===== config.mk =====
export PLATFORM = sky130hd
export DESIGN_NAME = seq_pattern_gen_flat
export DESIGN_NICKNAME = d
export VERILOG_FILES = /design/src/rtl/seq_pattern_gen_pkg.sv /design/src/rtl/seq_pattern_gen_if.sv /design/src/rtl/seq_pattern_gen_lfsr.sv /design/src/rtl/seq_pattern_gen.sv /design/src/flat_wrapper.sv
export SDC_FILE = /design/constraint.sdc
export NUM_CORES = 1
export LEC_CHECK = 0
export CAP_MARGIN = 20
export CORE_ASPECT_RATIO = 1.75
export CORE_MARGIN = 2
export CORE_UTILIZATION = 51
export CTS_CLUSTER_SIZE = 40
export DETAILED_ROUTE_END_ITERATION = 8
export PLACE_DENSITY_LB_ADDON = 0.1
export SLEW_MARGIN = 20
export SYNTH_ARGS = -nofsm -noshare
export SYNTH_HDL_FRONTEND = slang
export SYNTH_HIERARCHICAL = 1
export SYNTH_SLANG_ARGS = --single-unit
export TNS_END_PERCENT = 1

===== constraint.sdc =====
create_clock -name clk -period 3.3 [get_ports clk]
set_clock_uncertainty 0.2 [all_clocks]
set_input_delay 0.66 -clock clk [delete_from_list [all_inputs] [get_ports clk]]
set_output_delay 0.66 -clock clk [all_outputs]
set_load 0.1 [all_outputs]

===== src/rtl/seq_pattern_gen_pkg.sv =====
// Shared types and constants for the sequential pattern generator.
// LFSR tap masks are Galois right-shift polynomials for the supported widths.
package seq_pattern_gen_pkg;

  typedef enum logic [1:0] {
    INC   = 2'd0,
    DEC   = 2'd1,
    WALK1 = 2'd2,
    LFSR  = 2'd3
  } mode_e;

  typedef enum logic [1:0] {
    IDLE = 2'd0,
    RUN  = 2'd1,
    DONE = 2'd2
  } state_e;

  localparam logic [7:0]  LFSR_TAPS_8  = 8'hB8;
  localparam logic [15:0] LFSR_TAPS_16 = 16'hB400;
  localparam logic [31:0] LFSR_TAPS_32 = 32'h80200003;

  function automatic logic [31:0] lfsr_taps(input int width);
    case (width)
      8:       return {24'd0, LFSR_TAPS_8};
      16:      return {16'd0, LFSR_TAPS_16};
      32:      return LFSR_TAPS_32;
      default: return 32'd0;
    endcase
  endfunction

endpackage


===== src/rtl/seq_pattern_gen_if.sv =====
// Control and output-stream bundle of seq_pattern_gen.
// master is the generator side; slave is the requester/sink side.
interface seq_pattern_gen_if #(
  parameter int WIDTH  = 8,
  parameter int NUM_CH = 2,
  parameter int LEN_W  = 16
);
  logic                      start;
  logic                      abort;
  logic [1:0]                mode;
  logic [WIDTH-1:0]          seed;
  logic [LEN_W-1:0]          length;
  logic                      out_valid;
  logic                      out_ready;
  logic [NUM_CH*WIDTH-1:0]   out_data;
  logic                      out_last;
  logic                      busy;
  logic                      done;
  logic [LEN_W-1:0]          beat_cnt;

  modport master (
    input  start, abort, mode, seed, length, out_ready,
    output out_valid, out_data, out_last, busy, done, beat_cnt
  );

  modport slave (
    output start, abort, mode, seed, length, out_ready,
    input  out_valid, out_data, out_last, busy, done, beat_cnt
  );
endinterface


===== src/rtl/seq_pattern_gen_lfsr.sv =====
// Combinational Galois right-shift step for the LFSR pattern mode.
// Only built with SEQ_PATTERN_GEN_LFSR_EN; WIDTH must be 8, 16 or 32.
`ifdef SEQ_PATTERN_GEN_LFSR_EN
module seq_lfsr
  import seq_pattern_gen_pkg::*;
#(
  parameter int WIDTH = 8
) (
  input  logic [WIDTH-1:0] i_pat,
  output logic [WIDTH-1:0] o_nxt
);

  localparam logic [WIDTH-1:0] TAPS = WIDTH'(lfsr_taps(WIDTH));

  generate
    if (!(WIDTH == 8 || WIDTH == 16 || WIDTH == 32)) begin : g_bad_width
      $error("seq_lfsr: WIDTH must be 8, 16 or 32");
    end
  endgenerate

  assign o_nxt = (i_pat >> 1) ^ (i_pat[0] ? TAPS : '0);

endmodule
`endif


===== src/rtl/seq_pattern_gen.sv =====
// Multi-channel pattern generator (INC/DEC/WALK1/LFSR): first beat one cycle after start, data/last held under backpressure.
// SEQ_PATTERN_GEN_LFSR_EN compiles in LFSR mode; without it mode 3 runs as INC.
module seq_pattern_gen
  import seq_pattern_gen_pkg::*;
#(
  parameter int WIDTH  = 8,
  parameter int NUM_CH = 2,
  parameter int LEN_W  = 16
) (
  input logic               clk,
  input logic               rst,
  seq_pattern_gen_if.master bus
);

  generate
    if (WIDTH < 4 || WIDTH > 32 || NUM_CH < 1 || NUM_CH > WIDTH) begin : g_bad_cfg
      $error("seq_pattern_gen: WIDTH or NUM_CH out of range");
    end
  endgenerate

  function automatic logic [WIDTH-1:0] rotl(input logic [WIDTH-1:0] v, input int unsigned n);
    return (v << n) | (v >> (WIDTH - n));
  endfunction

  state_e           r_state;
  state_e           w_state_nxt;
  mode_e            r_mode;
  logic [WIDTH-1:0] r_pat;
  logic [LEN_W-1:0] r_len;
  logic [LEN_W-1:0] r_cnt;

  logic             w_run;
  logic             w_xfer;
  logic             w_last;
  logic             w_start;
  logic [WIDTH-1:0] w_init;
  logic [WIDTH-1:0] w_pat_nxt;

  assign w_run   = (r_state == RUN);
  assign w_xfer  = w_run && bus.out_ready;
  assign w_last  = w_run && (r_cnt == r_len - LEN_W'(1));
  assign w_start = (r_state == IDLE) && bus.start;

`ifdef SEQ_PATTERN_GEN_LFSR_EN
  logic [WIDTH-1:0] w_lfsr_nxt;

  seq_lfsr #(.WIDTH(WIDTH)) u_lfsr (
    .i_pat (r_pat),
    .o_nxt (w_lfsr_nxt)
  );
`endif

  always_comb begin
    w_init = bus.seed;
    case (mode_e'(bus.mode))
      WALK1:   w_init = WIDTH'(1);
`ifdef SEQ_PATTERN_GEN_LFSR_EN
      LFSR:    w_init = (bus.seed == '0) ? WIDTH'(1) : bus.seed;
`endif
      default: w_init = bus.seed;
    endcase
  end

  always_comb begin
    w_pat_nxt = r_pat + WIDTH'(1);
    case (r_mode)
      DEC:     w_pat_nxt = r_pat - WIDTH'(1);
      WALK1:   w_pat_nxt = rotl(r_pat, 1);
`ifdef SEQ_PATTERN_GEN_LFSR_EN
      LFSR:    w_pat_nxt = w_lfsr_nxt;
`endif
      default: w_pat_nxt = r_pat + WIDTH'(1);
    endcase
  end

  always_ff @(posedge clk or negedge rst) begin
    if (!rst) begin
      r_state <= IDLE;
    end else begin
      r_state <= w_state_nxt;
    end
  end

  // abort wins over a last transfer in the same cycle: back to IDLE, no done pulse
  always_comb begin
    w_state_nxt = r_state;
    case (r_state)
      IDLE: begin
        if (bus.start) begin
          w_state_nxt = (bus.length == '0) ? DONE : RUN;
        end
      end
      RUN: begin
        if (bus.abort) begin
          w_state_nxt = IDLE;
        end else if (w_xfer && w_last) begin
          w_state_nxt = DONE;
        end
      end
      DONE:    w_state_nxt = IDLE;
      default: w_state_nxt = IDLE;
    endcase
  end

  always_ff @(posedge clk or negedge rst) begin
    if (!rst) begin
      r_mode <= INC;
      r_pat  <= '0;
      r_len  <= '0;
      r_cnt  <= '0;
    end else if (w_start) begin
      r_mode <= mode_e'(bus.mode);
      r_pat  <= w_init;
      r_len  <= bus.length;
      r_cnt  <= '0;
    end else if (w_xfer) begin
      r_pat  <= w_pat_nxt;
      r_cnt  <= r_cnt + LEN_W'(1);
    end
  end

  assign bus.out_valid = w_run;
  assign bus.out_last  = w_last;
  assign bus.busy      = (r_state != IDLE);
  assign bus.done      = (r_state == DONE);
  assign bus.beat_cnt  = r_cnt;

  generate
    for (genvar k = 0; k < NUM_CH; k++) begin : g_ch
      assign bus.out_data[k*WIDTH +: WIDTH] = w_run ? rotl(r_pat, k) : '0;
    end
  endgenerate

endmodule


===== src/flat_wrapper.sv =====
// flat-port wrapper written by rule: the top's interface ports become plain ports
module seq_pattern_gen_flat import seq_pattern_gen_pkg::*;
#(
  parameter int WIDTH  = 8,
  parameter int NUM_CH = 2,
  parameter int LEN_W  = 16
)
  (clk, rst, bus_start, bus_abort, bus_mode, bus_seed, bus_length, bus_out_ready, bus_out_valid, bus_out_data, bus_out_last, bus_busy, bus_done, bus_beat_cnt);
  seq_pattern_gen_if #(.WIDTH(WIDTH), .NUM_CH(NUM_CH), .LEN_W(LEN_W)) bus_i ();
  input logic clk;
  input logic rst;
  input wire logic [$bits(bus_i.start)-1:0] bus_start;
  input wire logic [$bits(bus_i.abort)-1:0] bus_abort;
  input wire logic [$bits(bus_i.mode)-1:0] bus_mode;
  input wire logic [$bits(bus_i.seed)-1:0] bus_seed;
  input wire logic [$bits(bus_i.length)-1:0] bus_length;
  input wire logic [$bits(bus_i.out_ready)-1:0] bus_out_ready;
  output wire logic [$bits(bus_i.out_valid)-1:0] bus_out_valid;
  output wire logic [$bits(bus_i.out_data)-1:0] bus_out_data;
  output wire logic [$bits(bus_i.out_last)-1:0] bus_out_last;
  output wire logic [$bits(bus_i.busy)-1:0] bus_busy;
  output wire logic [$bits(bus_i.done)-1:0] bus_done;
  output wire logic [$bits(bus_i.beat_cnt)-1:0] bus_beat_cnt;
  assign bus_i.start = bus_start;
  assign bus_i.abort = bus_abort;
  assign bus_i.mode = bus_mode;
  assign bus_i.seed = bus_seed;
  assign bus_i.length = bus_length;
  assign bus_i.out_ready = bus_out_ready;
  assign bus_out_valid = bus_i.out_valid;
  assign bus_out_data = bus_i.out_data;
  assign bus_out_last = bus_i.out_last;
  assign bus_busy = bus_i.busy;
  assign bus_done = bus_i.done;
  assign bus_beat_cnt = bus_i.beat_cnt;
  seq_pattern_gen #(.WIDTH(WIDTH), .NUM_CH(NUM_CH), .LEN_W(LEN_W)) u_core (.clk(clk), .rst(rst), .bus(bus_i));
endmodule

# After elaboration in Yosys (flattened, before gate mapping)
# Index checks and enable logic that the tools add are counted.
totals:
  reg_bits: 44
  input_bits: 31
  wordCells: 40
op_classes:
  add_sub_neg: 4
  n_eq_ne: 8
  muxes: 13
  n_bitwise: 1
  reduce_logical: 9
op_table:
  columns: ["operator", "n"]
  rows:
  - ["8-bit two-way mux", 5]
  - ["16-bit two-way mux", 2]
  - ["16-bit by 1-bit adder with 16-bit output, second input constant", 1]
  - ["16-bit == test", 1]
  - ["16-bit logical NOT", 1]
  - ["8-bit case mux with 2 select lines", 1]
  - ["16-bit by 1-bit subtractor with 16-bit output, second input constant", 1]
  - ["8-bit by 1-bit adder with 8-bit output, second input constant", 1]
  - ["2-bit two-way mux", 4]
  - ["8-bit by 1-bit OR with 8-bit output", 1]
  - ["8-bit by 1-bit subtractor with 8-bit output, second input constant", 1]
  - ["2-bit == test, second input constant", 3]
  - ["2-bit by 1-bit == test with 1-bit output, second input constant", 2]
  - ["1-bit logical AND", 4]
  - ["2-bit case mux with 2 select lines", 1]
  - ["2-bit nonzero test", 2]
  - ["3-bit inequality test, second input constant", 1]
  - ["2-bit logical NOT", 1]
  - ["2-bit inequality test, second input constant", 1]
  - ["2-bit AND reduction", 1]

# Depth between registers and ports, before layout
# Gate-level depths: netlist of the first run.
logic_depth:
  ltp_word: 7
  mapped_depth: 9

# Least setup slack after synthesis of the first run
# No wires, ideal clock.
synth_timing:
  path_kind: "reg-to-output"
  startpoint: "reg u_core.r_state[0]"
  endpoint: "out bus_out_data[10]"
  arrival_time_ns: 2.965
  t_required_ns: 2.440
  setup_slack_ns: -0.525
  path_stages_with_launch: 5
  path_buffers: 2
  path_cell_list: "dfrtp_1 -> nor2b_1 -> clkbuf_1 -> and2_1 -> buf_4"
synth_between:
  elab_chain_len: 2
synth_lines:
  columns: ["element", "line_no", "rtl"]
  rows:
  - ["start, declared", "seq_pattern_gen.sv:25", "state_e r_state;"]
  - ["start signal, assigned", "seq_pattern_gen.sv:80", "r_state <= w_state_nxt;"]
  - ["2-bit by 1-bit == test with 1-bit output", "seq_pattern_gen.sv:39", "assign w_run = (r_state == RUN);"]
  - ["named net bus_out_valid", "flat_wrapper.sv:18", "output wire logic [$bits(bus_i.out_valid)-1:0] bus_out_valid;"]
  - ["8-bit two-way mux", "seq_pattern_gen.sv:130", "assign bus.out_data[k*WIDTH +: WIDTH] = w_run ? rotl(r_pat, k) : '0;"]
  - ["end, declared", "flat_wrapper.sv:19", "output wire logic [$bits(bus_i.out_data)-1:0] bus_out_data;"]
# The timed path passes the listed nets, and every way through them passes these cells.

# Final worst setup path of the first run
layout_timing:
  startpoint: "reg u_core.r_len[1]"
  endpoint: "out bus_out_last"
layout_between:
  elab_chain_len: 3
layout_lines:
  columns: ["element", "line_no", "rtl"]
  rows:
  - ["start, declared", "seq_pattern_gen.sv:29", "logic [LEN_W-1:0] r_len;"]
  - ["start signal, assigned", "seq_pattern_gen.sv:114", "r_len <= bus.length;"]
  - ["16-bit by 1-bit subtractor with 16-bit output", "seq_pattern_gen.sv:41", "assign w_last = w_run && (r_cnt == r_len - LEN_W'(1));"]
  - ["16-bit == test", "seq_pattern_gen.sv:41", null]
  - ["1-bit logical AND", "seq_pattern_gen.sv:41", null]
  - ["end, declared", "flat_wrapper.sv:20", "output wire logic [$bits(bus_i.out_last)-1:0] bus_out_last;"]
# No other way between the ends.

==> results.sh, run 1 <==
export IMPL_fmax_ghz=0.300
export IMPL_final_hold_viol_count=0
export IMPL_crit_path_end_kind="output pin"
export IMPL_critical_path_buf_inv_count=3
export IMPL_r2r_start="u_core/r_mode[1]"
export IMPL_cts_clk_slew_worst_paths_ps=80
export IMPL_cp_slowest_stage_delay_ps=470
export IMPL_synth_edff_count=0
export IMPL_yosysSeqAreaShare=0.364
export IMPL_wire_per_inst_um=16.9
export IMPL_ant_nets=0
export IMPL_cts_tree="built"
export IMPL_die_w_um=62.2
export IMPL_clk_insertion_delay_late_ps=310
export IMPL_vias_per_cell=5.74
export IMPL_rsz0062_at_grt="yes"
export IMPL_io_pins=67
export IMPL_critical_path_cell_count=9
export IMPL_vias=2922
export IMPL_worstSetupStartpointType="flop"
export IMPL_grt_pass1_vias=2973
export IMPL_core_area_um2=5790
export IMPL_final_util=0.704
export IMPL_cts_buffer_depth=2
export IMPL_cts_root_buf="clkbuf_8"
export IMPL_whs_ps=144
export IMPL_intPower_mw=1.50
export IMPL_port_buffers=66
export IMPL_power_density_nw_per_um2=718
export IMPL_arrival_ps=2470
export IMPL_violations="negative setup slack"
export IMPL_post_route_drc_count=0
export IMPL_p_switching_mw=1.43
export IMPL_synth_seq_cells=44
export IMPL_cts_sinks=44
export IMPL_pwr_share_comb=0.612
export IMPL_setup_viol=1
export IMPL_cp_top_family="simple AND/OR/NAND/NOR gates"
export IMPL_synth_ff_type="dfrtp_1"
export IMPL_p_clk_frac=0.120
export IMPL_cp_required_ps=2440
export IMPL_globalplace_congestion=0.960
export IMPL_cts_inserted_buffers=5
export IMPL_antenna_cells=0
export IMPL_p_sw_frac=0.489
export IMPL_max_cap_violations=0
export IMPL_ys_warn_count=6
export IMPL_hold_path_class="input port to asynchronous set/reset pin"
export IMPL_grt_use_total=0.268
export IMPL_synth_area_leaders="dfrtp_1, nand2_1, xor2_1, xnor2_1, nor2_1"
export IMPL_r2r_cells=9
export IMPL_setup_tns_ps=-34.9
export IMPL_postSynthAreaPerCell_um2=8.36
export IMPL_yosysTopAreaCell="dfrtp_1"
export IMPL_grt_max_degree=45
export IMPL_drt_iter0_drc=172
export IMPL_dieArea_um2=6590
export IMPL_firstDrtPassIters=4
export IMPL_fillers=473
export IMPL_worstSetupStartpoint="u_core/r_len[1]"
export IMPL_initial_core_util=0.523
export IMPL_cp_max_fo=3
export IMPL_r2r_slack_ps=370
export IMPL_fin_crit_sh=1.01
export IMPL_peakVddDrop_uv=538
export IMPL_maxSlewHeadroom=0.416
export IMPL_syn_inst=362
export IMPL_drive_above_1_share=0.190
export IMPL_nets=470
export IMPL_ys_types=53
export IMPL_cts_htree_levels=2
export IMPL_outcome="finished, violations left"
export IMPL_yosys_area_top_type_share=0.364
export IMPL_antenna_found_initial=0
export IMPL_p_leak_nw=1.85
export IMPL_total_power_mw=2.93
export IMPL_fin_ws_ps=-34.9
export IMPL_place_hpwl_um=6640
export IMPL_path_class="flop to output pin"
export IMPL_area_delta_synth_final_pct=34.7
export IMPL_slew_violations=0
export IMPL_wl_um=8580
export IMPL_worst_path_max_delay_cell="or4b_4"
export IMPL_path_cells="inv_2, ha_4, or4b_4, buf_4, o221a_2, a41oi_2, nand2_1, and4b_4, buf_12"
export IMPL_worst_pin_slew_ps=874
export IMPL_overflow=0
export IMPL_period_needed_ps=3330
export IMPL_cts_hold_buf=0
export IMPL_pre_cts_ws_ps=81.5
export IMPL_r2r_end="u_core/r_pat[7]"
export IMPL_fp_row_count=37
export IMPL_die_h_um=106
export IMPL_syn_area_um2=3030
export IMPL_syn_num_nets=402
export IMPL_synthArstFlopShare=1.00
export IMPL_grt_pass1_wl_um=13800
export IMPL_seqPwrFrac=0.268
-- area by class of cell --
class / instances / area (µm²) / area share
timing repair buffer: 81 / 893 / 0.219
tap: 78 / 97.6 / 0.0239
clock buffer: 8 / 90.1 / 0.0221
multi-input combinational: 287 / 1850 / 0.454
inverter: 11 / 41.3 / 0.0101
sequential: 44 / 1100 / 0.270
-- cell usage after synthesis (2+ instances only) --
cell / count
nand2_1: 67
dfrtp_1: 44
nor2_1: 34
xor2_1: 20
a21oi_1: 15
xnor2_1: 15
nor3_1: 13
clkbuf_1: 12
o21ai_0: 12
inv_1: 11
nand3_1: 11
and2_1: 10
buf_4: 8
ha_1: 8
nor4_1: 7
nand4_1: 6
nor2b_1: 5
a221oi_1: 4
and3_1: 4
nor3b_1: 4
or3_1: 4
a41oi_1: 3
mux2i_1: 3
nand2b_1: 3
or2_2: 3
a211o_1: 2
a211oi_1: 2
a21boi_0: 2
a21o_1: 2
a22oi_1: 2
a31oi_1: 2
o31ai_1: 2
or3b_2: 2
-- placed cells by master (no fill, tap or decap), types with 3 or more instances in the layout --
master           netlist  final
nand2_1               67     67
dfrtp_1               44     43
buf_4                  8     35
nor2_1                34     33
clkdlybuf4s50_1        0     29
xor2_1                20     20
buf_12                 0     17
xnor2_1               15     15
a21oi_1               15     15
nor3_1                13     12
o21ai_0               12     12
nand3_1               11     11
inv_1                 11      9
and2_1                10      9
ha_1                   8      7
clkbuf_8               0      6
nand4_1                6      6
nor2b_1                5      5
nor4_1                 7      5
nor3b_1                4      4
a221oi_1               4      4
and3_1                 4      4
nand2b_1               3      3
or2_2                  3      3
or3_1                  4      3
mux2i_1                3      3
-- sequential cells by signal, indices dropped and copies added, names as in the netlist --
register and flops:
u_core/r_len 16, u_core/r_mode 2, u_core/bus.beat_cnt 16, u_core/r_pat 8
u_core/r_state 2
-- per-stage QoR --
step,area [µm²],std cells
detailed placement,3870,495
global route,4080,509
CTS,4040,508
floorplan,3030,362
finish,4080,509
global placement,3870,495
-- per-layer routing --
layer / vias to the layer above / global-route usage / wire (µm)
li1: 1393 / - / -
met1: 1415 / 0.264 / 3020
met2: 88 / 0.512 / 4780
met3: 26 / 0.0455 / 349
met4: 0 / 0.163 / 426
met5: - / 0 / 0
-- worst max path at each step --
stage	slack [ps]	endpoint
after floorplan	-40	bus_out_data[14]
after global placement	160	bus_out_last
after detailed placement	80	bus_out_last
after CTS	-60	bus_out_last
after global routing	-120	bus_out_last
final	-30	bus_out_last
-- power groups by stage --
stage                     registers (mW)  clock network, mW  logic, mW
final                              0.785              0.351       1.79
after global routing               0.801              0.383       1.90
after CTS                          0.782              0.360       1.77
after detailed placement           0.796                  0       1.72
after global placement             0.791                  0       1.71
after floorplan                    0.811                  0       1.20
-- cell families after synthesis --
group           Yosys count  synth area share
buf+inv                  31            0.0484
flops                    44             0.364
mux                       3           0.00993
fa+ha+maj                 9            0.0397
compound gates           58             0.135
simple gates            181             0.294
xor+xnor                 36             0.109
-- repair_timing --
action / CTS / global route
resized for setup: 10 / 4
endpoints found under the setup margin: 1 / 1
pin swaps: 4 / 6
setup buffers: 5 / 1
hold endpoints to repair: 0 / 0
Power figures use the tool's default switching activity.
==> run 2: changes to the inputs <==
PLACE_DENSITY_LB_ADDON = 0.25   (was 0.1)
==> run 2 against run 1 <==
- the flow still finishes with violations (negative setup slack)
- clock-buffer cell count is 2 lower
- die area unchanged
- register-to-register slack better by 20 ps
- via count rose by 0.62%
- sequential power is essentially flat
- routed wire length is 1.9% higher
- fmax decreased by 2.3%
- critical endpoint unchanged
==> results.sh, run 2 (same netlist as run 1, synthesis figures left out) <==
export IMPL_worst_pin_slew_ps=783
export IMPL_grt_use_total=0.282
export IMPL_path_cells="or4_4, or3_4, a211o_1, nand2_1, and4b_4, buf_12"
export IMPL_placed_cell_area_um2=3870
export IMPL_grt_busiest_layer="met2"
export IMPL_rsz0062_at_grt="yes"
export IMPL_fmax_ghz=0.293
export IMPL_cts_buffer_depth=2
export IMPL_p_leak_nw=1.87
export IMPL_fin_crit_sh=1.03
export IMPL_cp_required_ps=2440
export IMPL_worst_path_max_delay_cell="or4_4"
export IMPL_slew_violations=0
export IMPL_arrival_ps=2550
export IMPL_globalplace_congestion=0.921
export IMPL_setup_viol=1
export IMPL_drive_above_1_share=0.197
export IMPL_vias=2940
export IMPL_power_density_nw_per_um2=730
export IMPL_cts_htree_levels=2
export IMPL_drt_iter0_drc=155
export IMPL_fin_ws_ps=-115
export IMPL_nets=471
export IMPL_place_hpwl_um=6770
export IMPL_antenna_cells=0
export IMPL_overflow=0
export IMPL_hold_path_class="input port to asynchronous set/reset pin"
export IMPL_r2r_cells=9
export IMPL_area_delta_synth_final_pct=35.9
export IMPL_grt_met1_usage=0.287
export IMPL_cts_sinks=44
export IMPL_die_h_um=106
export IMPL_cts_inserted_buffers=5
export IMPL_cts_root_buf="clkbuf_8"
export IMPL_crit_path_end_kind="output pin"
export IMPL_whs_ps=41.0
export IMPL_fp_row_count=37
export IMPL_final_area_um2=4110
export IMPL_peakVddDrop_uv=576
export IMPL_firstDrtPassIters=4
export IMPL_grt_use_met2=0.550
export IMPL_port_buffers=66
export IMPL_grt_max_degree=45
export IMPL_post_route_drc_count=0
export IMPL_outcome="finished, violations left"
export IMPL_ant_nets=0
export IMPL_die_w_um=62.2
export IMPL_clk_insertion_delay_late_ps=310
export IMPL_violations="negative setup slack"
export IMPL_io_pins=67
export IMPL_final_cell_mix="nand2_1, dfrtp_1, buf_4, nor2_1, clkdlybuf4s50_1"
export IMPL_grt_pass1_vias=3035
export IMPL_cp_slowest_stage_delay_ps=580
export IMPL_finalNonFillerCells=510
export IMPL_wire_per_inst_um=17.1
export IMPL_cts_hold_buf=0
export IMPL_globalRouteMet3Util=0.0317
export IMPL_vias_per_cell=5.76
export IMPL_initial_core_util=0.523
export IMPL_cp_max_fo=6
export IMPL_setup_tns_ps=-115
export IMPL_grt_pass1_wl_um=14500
export IMPL_path_class="flop to output pin"
export IMPL_wl_um=8740
export IMPL_final_hold_viol_count=0
export IMPL_cts_tree="built"
export IMPL_worstSetupStartpointType="flop"
export IMPL_placed_cells=495
export IMPL_core_area_um2=5790
export IMPL_layout_commonest_cell="nand2_1"
export IMPL_maxSlewHeadroom=0.477
export IMPL_antenna_found_initial=0
export IMPL_final_util=0.710
export IMPL_max_cap_violations=0
export IMPL_period_needed_ps=3410
export IMPL_dieArea_um2=6590
export IMPL_cts_clk_slew_worst_paths_ps=80
run 2: timing repair:
item                                   4_1_cts  5_1_grt
resized for setup                            9        6
gates cloned                                 0        0
pin swaps                                    1        6
setup buffers                                5        1
setup endpoints to repair                    1        1
endpoints found under the hold margin        0        0
run 2: critical path: cells and delay by family, from the launching register on:
family | cells | cell delay [ps]
AOI/OAI and AO/OA | 1 | 300
buffers and inverters | 1 | 180
DFF | 1 | 460
and+or+nand+nor | 4 | 1310
run 2: where the power goes:
group | total (mW) | internal, mW | switching (mW)
Clock | 0.414 | 0.225 | 0.189
Sequential | 0.785 | 0.645 | 0.140
Combinational | 1.80 | 0.684 | 1.12
run 2: worst paths after layout:
path | from | end | slack (ps)
worst max-delay path | u_core/r_len[5] | bus_out_last | -110
min in group clk | u_core/r_mode[1] | u_core/r_mode[1] | 330
max in group asynchronous | rst | u_core/r_len[5] | 2370
worst min-delay path | rst | u_core/bus.beat_cnt[12] | 40
worst max register to register | u_core/r_mode[1] | u_core/r_pat[7] | 390
worst min register to register | u_core/r_mode[1] | u_core/r_mode[1] | 330
run 2: routing by layer:
layer,vias to the layer above,share of wire
met3,20,0.029
met5,-,0
li1,1398,-
met4,0,0.037
met1,1441,0.35
met2,81,0.58
run 2: metrics by stage:
| stage | power, mW | setup slack (ps) |
|---|---|---|
| global route | 3.17 | -175 |
| detailed placement | 2.53 | 87.0 |
| finish | 3.00 | -115 |
| CTS | 2.99 | -80.5 |
| floorplan | 2.01 | -42.1 |
| global placement | 2.50 | 164 |
run 2: cell type report:
cell class	count	area, µm²
clock buffer	6	72.6
clock inverter	2	35.0
fill	452	1680
inverter	11	41.3
multi-input combinational	287	1850
sequential	44	1100
tap	78	97.6
timing repair buffer	82	915
